File: src/rtl/dac_joy_scan.sv
// dac_joy_scan - DAC/joystick comparator with a hardware SAR axis scanner.
//
// CPU path: hilo compares the top DAC_W bits of the selected axis against the
// CPU-written dac; sound muxes dac/cassette/cartridge audio. Both registered.
// Scanner: successive-approximation conversion of every axis in turn, results
// readable per channel through rd_ch/rd_data.
//
// Ports:
//   clk, reset_n        clock, async active-low reset
//   joy_axis            NUM_CH packed axes of AXIS_W bits
//   dac, sel, snden     CPU DAC value, comparator/sound select, sound enable
//   cas_snd, cart_snd   cassette / cartridge audio levels
//   hilo, sound         comparator result, sound level (1-cycle latency)
//   scan_start          single-cycle scan request (ignored unless idle)
//   scan_cont           continuous-scan request (JOY_CONT_SCAN_EN builds only)
//   scan_busy           high in SETUP/WAIT/DECIDE
//   scan_done           one-cycle pulse at end of each pass
//   res_valid           per-channel result valid
//   rd_ch, rd_data      result readback (1-cycle latency, 0 for rd_ch>=NUM_CH)
//
// Optional: define JOY_CONT_SCAN_EN to let scan_cont restart the scan from
// DONE without clearing res_valid.
module dac_joy_scan #(
  parameter int DAC_W  = 6,
  parameter int AXIS_W = 8,
  parameter int NUM_CH = 4,
  parameter int SETTLE = 2,
  localparam int SEL_W = (NUM_CH > 1) ? $clog2(NUM_CH) : 1
) (
  input  logic                     clk,
  input  logic                     reset_n,
  input  logic [NUM_CH*AXIS_W-1:0] joy_axis,
  input  logic [DAC_W-1:0]         dac,
  input  logic [SEL_W-1:0]         sel,
  input  logic                     snden,
  input  logic [DAC_W-1:0]         cas_snd,
  input  logic [DAC_W-1:0]         cart_snd,
  output logic                     hilo,
  output logic [DAC_W-1:0]         sound,
  input  logic                     scan_start,
  input  logic                     scan_cont,
  output logic                     scan_busy,
  output logic                     scan_done,
  output logic [NUM_CH-1:0]        res_valid,
  input  logic [SEL_W-1:0]         rd_ch,
  output logic [DAC_W-1:0]         rd_data
);

  localparam int SLOTS = 2**SEL_W;
  localparam int BIT_W = (DAC_W > 1) ? $clog2(DAC_W) : 1;
  localparam int CNT_W = (SETTLE > 1) ? $clog2(SETTLE) : 1;

  typedef enum logic [2:0] {S_IDLE, S_SETUP, S_WAIT, S_DECIDE, S_DONE} state_t;

  state_t                        r_state, w_next;
  logic [SEL_W-1:0]              r_ch;
  logic [DAC_W-1:0]              r_hold, r_acc;
  logic [BIT_W-1:0]              r_bit;
  logic [CNT_W-1:0]              r_cnt;
  logic [NUM_CH-1:0][DAC_W-1:0]  r_result;
  logic [NUM_CH-1:0]             r_valid;
  logic                          r_hilo;
  logic [DAC_W-1:0]              r_sound, r_rd_data;

  // Select-indexed views padded with zeros to the full select range, so an
  // out-of-range sel/rd_ch reads 0 (and 0 > dac is never true for hilo).
  logic [SLOTS-1:0][DAC_W-1:0]   w_top, w_res;

  for (genvar k = 0; k < SLOTS; k++) begin : g_slot
    if (k < NUM_CH) begin : g_ch
      assign w_top[k] = joy_axis[k*AXIS_W+AXIS_W-1 -: DAC_W];
      assign w_res[k] = r_result[k];
    end else begin : g_pad
      assign w_top[k] = '0;
      assign w_res[k] = '0;
    end
  end

  // Low axis bits are below DAC resolution; scan_cont is unused by default.
  logic w_unused;
  assign w_unused = ^{joy_axis, scan_cont};

  // SAR step: try the current bit on top of the accumulated result.
  logic [DAC_W-1:0] w_trial, w_try, w_acc_nx;
  assign w_trial  = DAC_W'(1) << r_bit;
  assign w_try    = r_acc | w_trial;
  assign w_acc_nx = (r_hold >= w_try) ? w_try : r_acc;

  logic w_last_bit, w_last_ch, w_settled;
  assign w_last_bit = (r_bit == '0);
  assign w_last_ch  = (r_ch == SEL_W'(NUM_CH-1));
  assign w_settled  = (r_cnt == CNT_W'(SETTLE-1));

  // State register
  always_ff @(posedge clk or negedge reset_n) begin
    if (!reset_n) r_state <= S_IDLE;
    else          r_state <= w_next;
  end

  // Next-state logic
  always_comb begin
    w_next = r_state;
    case (r_state)
      S_IDLE:   if (scan_start) w_next = S_SETUP;
      S_SETUP:  w_next = S_WAIT;
      S_WAIT:   if (w_settled) w_next = S_DECIDE;
      S_DECIDE: begin
        if (!w_last_bit)    w_next = S_WAIT;
        else if (w_last_ch) w_next = S_DONE;
        else                w_next = S_SETUP;
      end
      S_DONE: begin
`ifdef JOY_CONT_SCAN_EN
        w_next = scan_cont ? S_SETUP : S_IDLE;
`else
        w_next = S_IDLE;
`endif
      end
      default:  w_next = S_IDLE;
    endcase
  end

  // FSM outputs
  always_comb begin
    scan_busy = 1'b0;
    scan_done = 1'b0;
    case (r_state)
      S_SETUP, S_WAIT, S_DECIDE: scan_busy = 1'b1;
      S_DONE:                    scan_done = 1'b1;
      default: ;
    endcase
  end

  // Scanner datapath
  always_ff @(posedge clk or negedge reset_n) begin
    if (!reset_n) begin
      r_ch     <= '0;
      r_hold   <= '0;
      r_acc    <= '0;
      r_bit    <= '0;
      r_cnt    <= '0;
      r_result <= '0;
      r_valid  <= '0;
    end else begin
      case (r_state)
        S_IDLE: if (scan_start) begin
          r_ch    <= '0;
          r_valid <= '0;
        end
        S_SETUP: begin
          // Snapshot so axis movement during conversion cannot corrupt it.
          r_hold <= w_top[r_ch];
          r_acc  <= '0;
          r_bit  <= BIT_W'(DAC_W-1);
          r_cnt  <= '0;
        end
        S_WAIT: r_cnt <= r_cnt + 1'b1;
        S_DECIDE: begin
          r_acc <= w_acc_nx;
          r_cnt <= '0;
          if (!w_last_bit) begin
            r_bit <= r_bit - 1'b1;
          end else begin
            r_result[r_ch] <= w_acc_nx;
            r_valid[r_ch]  <= 1'b1;
            if (!w_last_ch) r_ch <= r_ch + 1'b1;
          end
        end
        S_DONE: begin
`ifdef JOY_CONT_SCAN_EN
          // Automatic restart keeps res_valid; results update in place.
          if (scan_cont) r_ch <= '0;
`endif
        end
        default: ;
      endcase
    end
  end

  // CPU-visible comparator, sound mux and readback
  always_ff @(posedge clk or negedge reset_n) begin
    if (!reset_n) begin
      r_hilo    <= 1'b0;
      r_sound   <= '0;
      r_rd_data <= '0;
    end else begin
      r_hilo    <= (w_top[sel] > dac);
      r_rd_data <= w_res[rd_ch];
      if (!snden)               r_sound <= '0;
      else if (int'(sel) == 0)  r_sound <= dac;
      else if (int'(sel) == 1)  r_sound <= cas_snd;
      else if (int'(sel) == 2)  r_sound <= cart_snd;
      else                      r_sound <= '0;
    end
  end

  assign hilo      = r_hilo;
  assign sound     = r_sound;
  assign res_valid = r_valid;
  assign rd_data   = r_rd_data;

endmodule
File: config.mk
export PLATFORM = sky130hd
export DESIGN_NAME = dac_joy_scan
export DESIGN_NICKNAME = d
export VERILOG_FILES = /design/src/rtl/dac_joy_scan.sv
export SDC_FILE = /design/constraint.sdc
export NUM_CORES = 1
export LEC_CHECK = 0
export CAP_MARGIN = 20
export CORE_UTILIZATION = 40
export CTS_CLUSTER_DIAMETER = 200
export CTS_CLUSTER_SIZE = 40
export DETAILED_ROUTE_END_ITERATION = 8
export PLACE_DENSITY = 0.72
export REMOVE_ABC_BUFFERS = 1
export SLEW_MARGIN = 15
export SYNTH_ARGS = -nofsm -noshare
export SYNTH_HDL_FRONTEND = slang
export SYNTH_SLANG_ARGS = --single-unit
File: constraint.sdc
create_clock -name clk -period 2.4 [get_ports clk]
set_clock_uncertainty 0.1 [all_clocks]
set_input_delay 0.24 -clock clk [delete_from_list [all_inputs] [get_ports clk]]
set_output_delay 0.24 -clock clk [all_outputs]
set_load 0.01 [all_outputs]
==> results.toml <==
[cts]
cts_inserted_buffers = 9
clk_pin_slew_ps = 70
clockBufferDepth = 2
clk_latency_ps = 340
cts_sinks = 62
cts_tree = "yes"
cts-htree-levels = 3
root_buffer = "clkbuf_8"

[die]
die_y_um = 95.4
ios = 78
die_area_sq_mm = 0.00910
rows = 33
start_util = 0.419
die_w_um = 95.4
core_area_sq_mm = 0.00834

[routing]
first_pass_iters = 4
routed_via_density = 5.33
vias = 2794
dr.first_iter.drc_count = 143
wl_per_cell_um = 15.2
antenna_left = 0
drc = 0
route.final.wire_length_mm = 7.98

[finish]
drive_gt1_frac = 0.186
diodes = 0
syn2layout_area_growth_pct = 32.8
nets = 494
utilization = 0.556

[synth]
ys_seq_elements = 62
ys.flop_type = "dfrtp_1"
ys_seq_area_frac = 0.444
syn_avg_cell_area_sq_um = 10.8
synth_common_cells = "62 x dfrtp_1, 48 x nand2_1, 29 x o21ai_0"
synth_warnings = 0
synth_largest_area_cell = "dfrtp_1"
synth_cell_types = 37
synth_area_leaders = "dfrtp_1 44%, mux4_2 12%, ha_1 7.5%"
yosysMostFrequentCell = "dfrtp_1"
synth_top_cell_area_share = 0.444
synth_edf_count = 0
postSynthCellCount = 324
synth_area_sq_mm = 0.00349
async_reset_ff_frac = 1.00

[worst_setup_path]
r2r.worst_path.cells = 9
critical_path.max_fanout = 4
crit_required_ps = 2520
cp-end-kind = "flip-flop"
crit_path_start_kind = "flip-flop"
path_class = "reg -> reg"
cp_data_arrival_time_ps = 2420

[power_and_ir_drop]
p_leak_nw = 2.02
power.switching_mw = 1.80
power_mw = 4.73
p_clk_frac = 0.168
p_sw_frac = 0.381
p_int_mw = 2.93
seq_power_share = 0.354
p_per_area_mw_per_mm2 = 1020
p_comb_frac = 0.478
peakVddDrop_mv = 0.429

[timing]
setup_ws_ps = 102
timing_hold_violations_final = 0
min_period_ps = 2300
tightest_slew_ps = 646
whs_ps = 278
finalMaxSlewViolations = 0
fmax_mhz = 435
fin_crit_sh = 0.958
worst_slew_margin_rel = 0.568
setup_viol = 0

[global_route]
grt_max_degree = 25
antenna_found_initial = 0
overflow = 0
grt_pass1_wl_mm = 13.4
grtUsageTotal = 0.195
first_global_vias = 2889

[run]
maxCapViolCount = 0

[outcome]
status = "finished, final reports clean"

[placed_design]
portBuffers = 68
dp_slack_ps = -47.1
gp_congestion = 0.831
dp_hpwl_mm = 5.88

[hold_path]
hold_class = "in -> async"
==> routing by layer <==
layer	GRT usage	wire length [um]	part of all wire
met4	0.0945	182	0.023
met1	0.240	3410	0.43
met2	0.326	3990	0.50
met3	0.0399	389	0.049
met5	0	0	0
==> cell usage in the layout (no fill, tap or decap), types with 4 or more instances in the layout <==
cell type        synthesis  routed
clkdlybuf4s50_1          0      67
dfrtp_1                 62      62
nand2_1                 48      48
buf_4                    4      24
nor2_1                  23      23
a21oi_1                 25      22
o21ai_0                 29      22
ha_1                    21      20
mux2i_1                 19      19
mux4_2                  18      18
inv_1                   16      14
clkbuf_8                 0      10
and2_1                   8       8
o21ai_1                  0       6
nor2b_1                  6       5
mux2_2                   4       4
==> cells by family (layout without fill, tap and decap cells) <==
kind of cell / count (synthesis) / in the layout / synth area share
fa+ha+maj: 21 / 21 / 0.0753
mux: 41 / 41 / 0.184
flops: 62 / 62 / 0.444
buf+inv: 32 / 127 / 0.0434
compound gates: 68 / 68 / 0.114
simple gates: 100 / 100 / 0.139
==> state kept, by name (all words and copies together) (netlist names) <==
signal / flops
r_bit: 3
r_hold: 6
r_ch: 2
r_state: 3
res_valid: 4
hilo: 1
sound: 6
r_acc: 6
r_cnt: 1
r_result: 24
rd_data: 6
==> area by class of cell <==
type	instances	area, sq um
Sequential cell	62	1550
Clock inverter	4	22.5
Clock buffer	12	145
Fill cell	741	3700
Multi-Input combinational cell	230	1840
Tap cell	105	131
Inverter	16	60.1
Timing Repair Buffer	95	888
==> worst max-delay path, cell delays in order, from the launching register on <==
cell	delay, ps
dfrtp_1	420
buf_4	160
ha_1	220
a21oi_2	190
ha_1	280
a21oi_1	240
o21ai_2	130
a211oi_2	210
buf_4	160
a21oi_1	70
==> worst paths after layout <==
kind | startpoint | to | slack (ps)
min in group clk | r_hold[3] | r_hold[3] | 380
min reg2reg | r_hold[3] | r_hold[3] | 380
min | reset_n | rd_data[3] | 280
max | r_bit[0] | r_result[12] | 100
max reg2reg | r_bit[0] | r_result[12] | 100
max in group asynchronous | reset_n | r_result[12] | 1250
==> metrics by stage <==
step | setup TNS [ps] | area (sq um) | std cells
5_1_grt | -6.75 | 4640 | 524
3_5_place_dp | -212 | 4360 | 502
2_1_floorplan | -1990 | 3400 | 308
6_report | 0 | 4640 | 524
3_3_place_gp | -212 | 4360 | 502
4_1_cts | 0 | 4570 | 522
==> power groups by stage <==
| stage | clock network [mW] | registers [mW] | logic, mW |
|---|---|---|---|
| floorplan | 0 | 1.67 | 1.11 |
| global placement | 0 | 1.66 | 1.86 |
| detailed placement | 0 | 1.68 | 1.94 |
| CTS | 0.812 | 1.66 | 2.08 |
| global route | 0.858 | 1.72 | 2.52 |
| finish | 0.797 | 1.68 | 2.26 |
==> repair_timing <==
item	4_1_cts	5_1_grt
setup endpoints to repair	16	21
cloned	1	0
hold endpoints to repair	18	0
hold buffers	1	0
pin swaps	2	2
gates resized for setup	6	17
setup buffers	2	2
No activity file was read; power rests on OpenSTA's default activity.
